===== config.mk =====
export PLATFORM = sky130hd
export DESIGN_NAME = adc_spi_reader
export DESIGN_NICKNAME = d
export VERILOG_FILES = /design/src/rtl/adc_spi_pkg.sv /design/src/rtl/adc_spi_reader_sclk.sv /design/src/rtl/adc_spi_reader.sv
export SDC_FILE = /design/constraint.sdc
export NUM_CORES = 1
export LEC_CHECK = 0
export CAP_MARGIN = 20
export CORE_AREA = 8 8 113 73
export DETAILED_ROUTE_END_ITERATION = 10
export DIE_AREA = 0 0 121 81
export GPL_ROUTABILITY_DRIVEN = 0
export SLEW_MARGIN = 20
export SYNTH_ARGS = -nofsm -noshare
export SYNTH_HDL_FRONTEND = slang
export SYNTH_SLANG_ARGS = --single-unit
export TNS_END_PERCENT = 100

===== constraint.sdc =====
create_clock -name clk -period 2.1 [get_ports clk]
set_input_delay 0.525 -clock clk [delete_from_list [all_inputs] [get_ports clk]]
set_output_delay 0.525 -clock clk [all_outputs]
set_load 0.02 [all_outputs]

===== src/rtl/adc_spi_pkg.sv =====
// Shared constants and FSM encoding for the serial ADC reader.
// Used by adc_spi_reader and sclk_tick_gen.
package adc_spi_pkg;

  localparam int FRAME_BITS = 16;
  localparam int ADDR_BIT0  = 2;
  localparam int DATA_BIT0  = 4;
  localparam int AVG_N      = 4;

  typedef enum logic [1:0] {
    S_IDLE,
    S_SETUP,
    S_SHIFT,
    S_HOLD
  } state_t;

  // Address bit driven on DIN for frame bit k (MSB first).
  function automatic logic addr_bit(
    input logic [2:0] ch,
    input logic [3:0] k
  );
    logic b;
    b = 1'b0;
    if (k == 4'(ADDR_BIT0))
      b = ch[2];
    else if (k == 4'(ADDR_BIT0 + 1))
      b = ch[1];
    else if (k == 4'(ADDR_BIT0 + 2))
      b = ch[0];
    return b;
  endfunction

endpackage


===== src/rtl/adc_spi_reader_sclk.sv =====
// Serial clock divider: CLK_DIV clks per half period, idles high.
// Restarts at zero whenever i_en rises; first tick is a falling edge.
module sclk_tick_gen
  import adc_spi_pkg::*;
#(
  parameter int CLK_DIV = 4
) (
  input  logic clk,
  input  logic rst_n,
  input  logic i_en,
  output logic o_fall,
  output logic o_rise,
  output logic o_sclk
);

  localparam int CW = (CLK_DIV > 1) ? $clog2(CLK_DIV) : 1;

  logic [CW-1:0] r_cnt;
  logic          r_sclk;
  logic          w_wrap;

  assign w_wrap = i_en && (r_cnt == CW'(CLK_DIV - 1));
  assign o_fall = w_wrap && r_sclk;
  assign o_rise = w_wrap && !r_sclk;
  assign o_sclk = r_sclk;

  always_ff @(posedge clk or negedge rst_n) begin
    if (!rst_n) begin
      r_cnt  <= '0;
      r_sclk <= 1'b1;
    end else if (i_en) begin
      r_cnt <= w_wrap ? '0 : r_cnt + 1'b1;
      if (w_wrap)
        r_sclk <= ~r_sclk;
    end else begin
      r_cnt  <= '0;
      r_sclk <= 1'b1;
    end
  end

endmodule


===== src/rtl/adc_spi_reader.sv =====
// SPI master for an 8-channel 12-bit serial ADC, one sample per frame.
// Define ADC_AVG_EN for a 4-frame per-channel boxcar average.
module adc_spi_reader
  import adc_spi_pkg::*;
#(
  parameter int CLK_DIV = 4,
  parameter int DATA_W  = 12
) (
  input  logic              clk,
  input  logic              spi_rst,
  input  logic              spi_go,
  input  logic [2:0]        adc_ch,
  input  logic              idout,
  output logic              odin,
  output logic              ocs_n,
  output logic              osclk,
  output logic [DATA_W-1:0] sample,
  output logic [2:0]        sample_ch,
  output logic              sample_valid,
  output logic              busy
);

  localparam int CW = (CLK_DIV > 1) ? $clog2(CLK_DIV) : 1;

  state_t            r_state;
  logic [CW-1:0]     r_div;
  logic [3:0]        r_bit;
  logic [2:0]        r_ch_cur;
  logic [2:0]        r_ch_prev;
  logic [2:0]        r_sample_ch;
  logic [DATA_W-2:0] r_shift;
  logic [DATA_W-1:0] r_sample;
  logic              r_odin;
  logic              r_ocs_n;
  logic              r_valid;
  logic              r_busy;
  logic              r_primed;

  logic              w_en;
  logic              w_fall;
  logic              w_rise;
  logic              w_sclk;
  logic              w_div_end;
  logic              w_last;
  logic [DATA_W-1:0] w_raw;

  assign w_en      = (r_state == S_SHIFT);
  assign w_div_end = (r_div == CW'(CLK_DIV - 1));
  assign w_last    = w_rise && (r_bit == 4'(FRAME_BITS - 1));
  assign w_raw     = {r_shift, idout};

  sclk_tick_gen #(
    .CLK_DIV(CLK_DIV)
  ) u_tick (
    .clk   (clk),
    .rst_n (spi_rst),
    .i_en  (w_en),
    .o_fall(w_fall),
    .o_rise(w_rise),
    .o_sclk(w_sclk)
  );

`ifdef ADC_AVG_EN
  logic [DATA_W+1:0] r_acc;
  logic [DATA_W+1:0] w_sum;
  logic [2:0]        r_avg_n;
  logic [2:0]        r_avg_ch;
  logic [2:0]        w_n;
  logic              w_same;

  // A channel change restarts the sum instead of mixing channels.
  assign w_same = (r_avg_n != 3'd0) && (r_avg_ch == r_ch_prev);
  assign w_sum  = (w_same ? r_acc : '0) + {2'b00, w_raw};
  assign w_n    = (w_same ? r_avg_n : 3'd0) + 3'd1;
`endif

  always_ff @(posedge clk or negedge spi_rst) begin
    if (!spi_rst) begin
      r_state     <= S_IDLE;
      r_div       <= '0;
      r_bit       <= '0;
      r_ch_cur    <= '0;
      r_ch_prev   <= '0;
      r_sample_ch <= '0;
      r_shift     <= '0;
      r_sample    <= '0;
      r_odin      <= 1'b0;
      r_ocs_n     <= 1'b1;
      r_valid     <= 1'b0;
      r_busy      <= 1'b0;
      r_primed    <= 1'b0;
`ifdef ADC_AVG_EN
      r_acc       <= '0;
      r_avg_n     <= '0;
      r_avg_ch    <= '0;
`endif
    end else begin
      r_valid <= 1'b0;
      unique case (r_state)
        S_IDLE: begin
          if (spi_go) begin
            r_state  <= S_SETUP;
            r_ch_cur <= adc_ch;
            r_ocs_n  <= 1'b0;
            r_busy   <= 1'b1;
            r_div    <= '0;
          end
        end
        S_SETUP: begin
          r_div <= r_div + 1'b1;
          if (w_div_end) begin
            r_state <= S_SHIFT;
            r_div   <= '0;
            r_bit   <= '0;
          end
        end
        S_SHIFT: begin
          if (w_fall)
            r_odin <= addr_bit(r_ch_cur, r_bit);
          if (w_rise) begin
            r_bit <= r_bit + 1'b1;
            if (r_bit >= 4'(DATA_BIT0))
              r_shift <= w_raw[DATA_W-2:0];
          end
          if (w_last) begin
            r_state   <= S_HOLD;
            r_div     <= '0;
            r_ocs_n   <= 1'b1;
            r_odin    <= 1'b0;
            r_primed  <= 1'b1;
            r_ch_prev <= r_ch_cur;
            // Data in this frame belongs to last frame's address.
            if (r_primed) begin
`ifdef ADC_AVG_EN
              if (w_n == 3'(AVG_N)) begin
                r_sample    <= w_sum[DATA_W+1:2];
                r_sample_ch <= r_ch_prev;
                r_valid     <= 1'b1;
                r_acc       <= '0;
                r_avg_n     <= '0;
              end else begin
                r_acc    <= w_sum;
                r_avg_n  <= w_n;
                r_avg_ch <= r_ch_prev;
              end
`else
              r_sample    <= w_raw;
              r_sample_ch <= r_ch_prev;
              r_valid     <= 1'b1;
`endif
            end
          end
        end
        S_HOLD: begin
          r_div <= r_div + 1'b1;
          if (w_div_end) begin
            r_div <= '0;
            if (spi_go) begin
              r_state  <= S_SETUP;
              r_ch_cur <= adc_ch;
              r_ocs_n  <= 1'b0;
            end else begin
              r_state  <= S_IDLE;
              r_busy   <= 1'b0;
              r_primed <= 1'b0;
`ifdef ADC_AVG_EN
              r_acc    <= '0;
              r_avg_n  <= '0;
`endif
            end
          end
        end
        default: r_state <= S_IDLE;
      endcase
    end
  end

  assign odin         = r_odin;
  assign ocs_n        = r_ocs_n;
  assign osclk        = w_sclk;
  assign sample       = r_sample;
  assign sample_ch    = r_sample_ch;
  assign sample_valid = r_valid;
  assign busy         = r_busy;

endmodule


== Yosys cells after proc, flatten, opt, wreduce, memory -nomap -nowiden ==
Index checks and enable logic that the tools add are counted.
Cells by class
  $add $sub $neg: 3
  multiply operators: 0
  div/mod/pow operators: 0
  order comparisons: 1
  equal/unequal tests: 16
  shifts and indexed selects: 0
  multiplexer cells: 37
  bitwise gates (word level): 1
  reduce and logical (&&, ||, !) cells: 23
Operator list (number)
  $mux W2: 9
  $mux W1: 17
  $ne A2 B2 Y1 const B: 7
  $reduce_and A3 Y1: 4
  $reduce_and A4 Y1: 3
  $eq A2 B2 Y1 const B: 4
  $eq A4 B2 Y1 const B: 2
  $mux W4: 2
  $pmux W2 S4: 1
  $pmux W4 S2: 1
  $reduce_and A2 Y1: 4
  $reduce_bool A2 Y1: 4
  $mux W3: 2
  $pmux W2 S3: 1
  $pmux W3 S2: 1
  $add A2 B1 Y2 const B: 2
  $add A4 B1 Y4 const B: 1
  $eq A4 B3 Y1 const B: 1
  $eq A4 B4 Y1 const B: 1
  $ge A4 B3 Y1 const B: 1
  $logic_and A1 B1 Y1: 4
  $pmux W1 S2: 2
  $pmux W1 S3: 1
  $reduce_bool A3 Y1: 1
  other kinds (5): 5
Storage, ports and cells
  flip-flop bits (word level): 48
  latch bits: 0
  bits in writable memories: 0
  ROM bits: 0
  input port bits: 7
  output and inout port bits: 20
  word-level logic and storage cells: 96
  memories: 0

== Longest topological paths before layout ==
Gate-level depths: netlist of the first run.
  word-level depth: 6
  depth in mapped cells: 7
  gate-level depth less buffers: 6

== Modules after synthesis ==
A second synthesis of the first run with hierarchy kept.
Second synthesis, totals
  cell total of the unflattened synthesis: 176
  area, all modules: 2239.6 um^2
By module, submodules not included
  adc_spi_reader: times used 1, cells an instance 165, area each 2109.5 um^2, seq. area each 1127.3 um^2
  sclk_tick_gen: times used 1, cells an instance 11, area each 130.1 um^2, seq. area each 76.3 um^2

== Worst setup path before layout of the first run ==
OpenSTA, ideal clock, no wires.
  path kind: register to register
  start: register r_state[0]
  end: register r_shift[0]
  library setup time: 0.125 ns
  data arrival time: 1.694 ns
  data required time: 1.975 ns
  slack: 0.281 ns
  cell stages (with the launch flop): 7
  path buffers: 1
  period minus slack after synthesis: 1.819 ns
  cell sequence: dfrtp_1 inv_1 ha_1 nand2_1 nor3_1 buf_2 mux2_2
Between the ends
  word-level cells in the longest chain between the ends: 4
Ends and longest elaborated chain
  from (decl): line adc_spi_reader.sv:25  | state_t r_state;
  from (signal assigned): line adc_spi_reader.sv:79  | r_state <= S_IDLE;
  from (signal assigned): line adc_spi_reader.sv:102  | r_state <= S_SETUP;
  from (signal assigned): line adc_spi_reader.sv:112  | r_state <= S_SHIFT;
  $eq A2 B2 Y1 *: line adc_spi_reader.sv:47  | assign w_en = (r_state == S_SHIFT);
  via u_tick.i_en: line adc_spi_reader_sclk.sv:10  | input logic i_en,
  $logic_and A1 B1 Y1: line adc_spi_reader_sclk.sv:22  | assign w_wrap = i_en && (r_cnt == CW'(CLK_DIV - 1));
  $logic_and A1 B1 Y1: line adc_spi_reader_sclk.sv:24  | assign o_rise = w_wrap && !r_sclk;
  $reduce_and A3 Y1 (no line) *
  to (signal assigned): line adc_spi_reader.sv:123  | r_shift <= w_raw[DATA_W-2:0];
  to (decl): line adc_spi_reader.sv:31  | logic [DATA_W-2:0] r_shift;
Mark *: on every way through the listed nets, which the timed path passes. The rest lies on a longest branch.
A chain may end at the register's enable or synchronous reset.

== Worst setup path in the final report of the first run ==
  start: register r_ocs_n (netlist: ocs_n)
  end: output port ocs_n
RTL lines
  from (decl): line adc_spi_reader.sv:34  | logic r_ocs_n;
  from (signal assigned): line adc_spi_reader.sv:88  | r_ocs_n <= 1'b1;
  from (signal assigned): line adc_spi_reader.sv:104  | r_ocs_n <= 1'b0;
  from (signal assigned): line adc_spi_reader.sv:128  | r_ocs_n <= 1'b1;
  to (decl): line adc_spi_reader.sv:15  | output logic ocs_n,
No word-level cell between the ends.

==> results of run 1 <==
-- how the worst min path moves through the flow --
stage                                    from                        end  slack, ns  cells after the start
global placement    u_tick.r_cnt[0]$_DFF_PN0_  u_tick.r_cnt[0]$_DFF_PN0_       0.43                      1
finish                                spi_rst     sample[11]$_DFFE_PN0P_       0.19                      2
global route                          spi_rst     sample[11]$_DFFE_PN0P_       0.18                      2
floorplan                             spi_rst           busy$_DFFE_PN0P_       0.23                      0
CTS                                   spi_rst     sample[11]$_DFFE_PN0P_       0.19                      2
detailed placement  u_tick.r_cnt[0]$_DFF_PN0_  u_tick.r_cnt[0]$_DFF_PN0_       0.44                      1
-- where the power goes --
part,internal (W),switching (W)
clock network,0.000267,0.000307
logic,0.000275,0.000352
registers,0.00102,0.0000764
-- flip-flops by register name, summed over array words and instances, names as in the netlist, 2 cells and up --
| signal | flops |
|---|---|
| r_div | 2 |
| r_shift | 11 |
| r_ch_cur | 3 |
| sample | 12 |
| r_state | 2 |
| u_tick.r_cnt | 2 |
| sample_ch | 3 |
| r_bit | 4 |
| r_ch_prev | 3 |
-- cells in the final DEF, fill, tap and decap left out, drive strengths merged, types with 3 or more instances in the layout --
cell type,n
nand3,7
dfrtp,46
nand3b,3
nand2,9
inv,9
mux2,35
o21ai,9
nor2,7
a21oi,6
a22o,3
nand2b,3
ha,10
buf,6
mux2i,3
clkdlybuf4s50,24
nor3,4
clkbuf,6
-- metal layers --
| layer | wire (um) | vias to the layer above |
|---|---|---|
| met5 | 0 | - |
| met4 | 25 | 0 |
| met1 | 2140 | 684 |
| met3 | 295 | 2 |
| met2 | 1720 | 31 |
| li1 | - | 684 |
-- area by class of cell --
cell class                 instances  share of cell area
clock buffer                       6              0.0305
clock inverter                     2             0.00554
inverter                           9              0.0125
multi-input combinational        112               0.355
sequential                        48               0.444
tap                               87              0.0401
timing repair buffer              31               0.112
-- timing repair --
item | CTS | global route
setup endpoints to repair | 1 | 0
hold endpoints to repair | 0 | 0
gates resized for setup | 1 | 0
-- logic make-up after synthesis --
group / synth area share
buffers and inverters: 0.0324
and+or+nand+nor: 0.104
AOI/OAI and AO/OA: 0.0659
muxes: 0.204
adders and majority gates: 0.0559
DFF: 0.537
-- per-stage QoR --
stage	instance area (sq um)	hold WS (ns)	worst slack, ns
final	2710	0.186	0.122
after global routing	2710	0.177	0.0627
after CTS	2710	0.195	0.0952
after detailed placement	2620	0.436	0.285
after global placement	2620	0.435	0.310
after floorplan	2240	0.229	0.281
==> flow_results.org, run 1 <==
** Clock network
- The H-tree generated during clock tree synthesis spans 2 levels.
- Later-pin clock latency in the skew report :: around 0.3 ns
- TritonCTS Buffers :: 5
- CTS saw 48 sinks.
- Once the clock tree was built, the setup fixing pass inserted 0 buffers.
- Clock tree from TritonCTS :: done
- Counting along the longest clock path gives a buffer depth of 2.
- For this design, the CTS-stage hold fixing added 0 buffers.
- Root Buffer Master :: sky130_fd_sc_hd__clkbuf_8
- Clock transition at the register clock pins on the worst setup and hold paths after CTS :: 0.09 ns

** Yosys
- Ranked by total cell area, the synthesized netlist is headed by sky130_fd_sc_hd__dfrtp_1 51%, sky130_fd_sc_hd__mux2_2 13%, sky130_fd_sc_hd__mux2_4 6.0%.
- By count the netlist is led by 46 x sky130_fd_sc_hd__dfrtp_1, 26 x sky130_fd_sc_hd__mux2_2, 10 x sky130_fd_sc_hd__ha_1.
- For this run, asynchronously set or reset flops after synthesis account for 1.00.
- After synthesis the cells add up to 0.00224 sq mm.
- Synthesized area divided by synthesized cell count :: 12.9 sq um
- Count of cell types in the netlist :: 32
- The cell count after synthesis came out at roughly 170.
- In this run, synthesis inferred 0 flip-flops with an integrated enable.
- Of all cell types, the one taking the most synthesized area is sky130_fd_sc_hd__dfrtp_1.
- Dominant cell by count in the synthesized netlist :: sky130_fd_sc_hd__dfrtp_1
- Counting flops and latches in the post-synthesis netlist gives 48.
- Among all flip-flop cells after synthesis, the most frequent one is sky130_fd_sc_hd__dfrtp_1.
- Fraction of the yosys area taken by sequential cells :: 0.537
- Fraction of post-synthesis cell area in the top cell type by area :: 0.514
- Syn nets :: 191
- For this run, the number of Yosys warnings is 0.

** Routing
- Number of remaining DRC errors :: 0
- Dividing the detail-routed via count by the number of cells gives around 4.7.
- For this block, the via count after detailed routing is 1,401.
- Final antenna-violating net count :: 0
- Detail-routed net length per standard cell :: 14.2 um
- After detailed routing, the total wire length is approximately 4.2 mm.
- The detailed router finished its first iteration with 46 violations.
- Number of detailed-routing iterations run before antenna repair :: 4

** Floorplanning
- Die height :: 81 um
- For this design the top-level I/O count stands at 27.
- After floorplanning, the core was divided into 23 placement rows.
- The die is 121 um wide.
- The initial utilization of the core area, before any placement, comes to 0.343.
- Die ar. :: approximately 0.0098 sq mm
- The core region is 0.00653 sq mm.

** Finish
- The area growth from synthesis to layout is 21.1%.
- Of the cells placed in the final design, the portion with a size suffix greater than 1 is 0.260.
- The sequential cells in the finished layout cover a total of 0.00120 sq mm.
- The multi-input combinational cells in the finished layout cover a total of 963 sq um.
- Leaving out filler cells and counting taps, the final layout contains 295.
- The net count of the finished layout is 224.
- After filler insertion, the fill cell instance count of the layout stands at 620.
- Utilization of the core after routing :: 0.415
- Inserted Diodes :: 0

** Global routing
- Total routing resource utilization after global routing :: 0.0933
- The first global-routing pass estimated slightly above 7 mm of wire.
- Number of antenna violations at the first check in global routing :: 0
- Most crowded layer after global routing :: met2
- Overflow after GRT :: 0
- In the global route stage, met1 resource usage came out at 0.126.
- Number of global-route vias before repair :: around 1,400
- Entering global routing, the biggest net connects 49 pins.
- Met2 GRT Util :: 0.130
- For this run, global-route usage on met3 was measured as 0.0436.

** Timing
- The routed design could run at a clock period as short as 1.98 ns.
- Clock Skew :: 0.00445 ns
- Post-route fraction of the period consumed by the critical path :: 0.942
- At the pin with the least slew margin, the transition time is 0.372 ns.
- Setup violators final :: 0
- Setup repair after global routing left no endpoint under its margin.
- Summed over all failing endpoints, the final setup total negative slack is 0 ns.
- Achievable clock frequency :: 0.505 GHz
- Number of pins with negative max-slew slack in the final report :: 0
- The final hold violation count came to 0.
- In this run the tightest slew margin relative to its limit is 0.749.

** Setup path
- Data on the critical path arrives at its endpoint at 1.45 ns.
- The critical path in this run is classified as reg2out.
- R2R Path Start :: r_state[0]$_DFFE_PN0P_
- The critical path goes through clkdlybuf4s50_1.
- Timing endpoint of the critical path :: ocs_n
- Data on the critical path is required at its endpoint by 1.57 ns.
- Together, buffers and inverters on the worst path number 1.
- Max Fanout on Critical Path :: 3
- Critical path capture point type :: primary output
- Delay of the slowest critical-path stage :: 0.61 ns
- Kind of launch point of the worst setup path :: register
- The largest individual stage delay along the critical path comes from the cell sky130_fd_sc_hd__clkdlybuf4s50_1.
- Measured in cells, the most critical reg-to-reg path has a length of 6.
- The kind of cell with the highest combined delay along the critical path is buffers and inverters.
- Flop2flop setup slack :: 0.33 ns
- Crit path launch :: ocs_n$_DFFE_PN1P_
- In this run the number of cells on the critical path is 1.
- In this run the critical register-to-register path is captured at r_shift[6]$_DFFE_PN0P_.

** Placed design
- Number of buffers inserted by port buffering :: 26
- Number of cells in the design after placement :: 287
- After legalization and detailed placement, the total HPWL measured approximately 3 mm.

** Status
- The run finished with clean final reports.

** Power
- Summing internal, switching and leakage power gives 0.00230 W.
- In this run the power density over the cells is around 850 mW/mm^2.
- Reported leakage power :: 1.29 nW
- IR analysis of the VDD net gives a maximum drop of 469 uV.

** Flow run
- # Max-Cap Violations :: 0

** Hold path
- The path class of the tightest hold or removal check is in2async.
No activity file was read; power rests on OpenSTA's default activity.
==> run 2, diff against run 1 <==
--- a/config.mk
+++ b/config.mk
@@ -10,6 +10,7 @@
 export DETAILED_ROUTE_END_ITERATION = 10
 export DIE_AREA = 0 0 121 81
 export GPL_ROUTABILITY_DRIVEN = 0
+export HOLD_SLACK_MARGIN = 0.15
 export SLEW_MARGIN = 20
 export SYNTH_ARGS = -nofsm -noshare
 export SYNTH_HDL_FRONTEND = slang
==> results of run 2 <==
Final layout, timing and power as in run 1 (identical DEF).
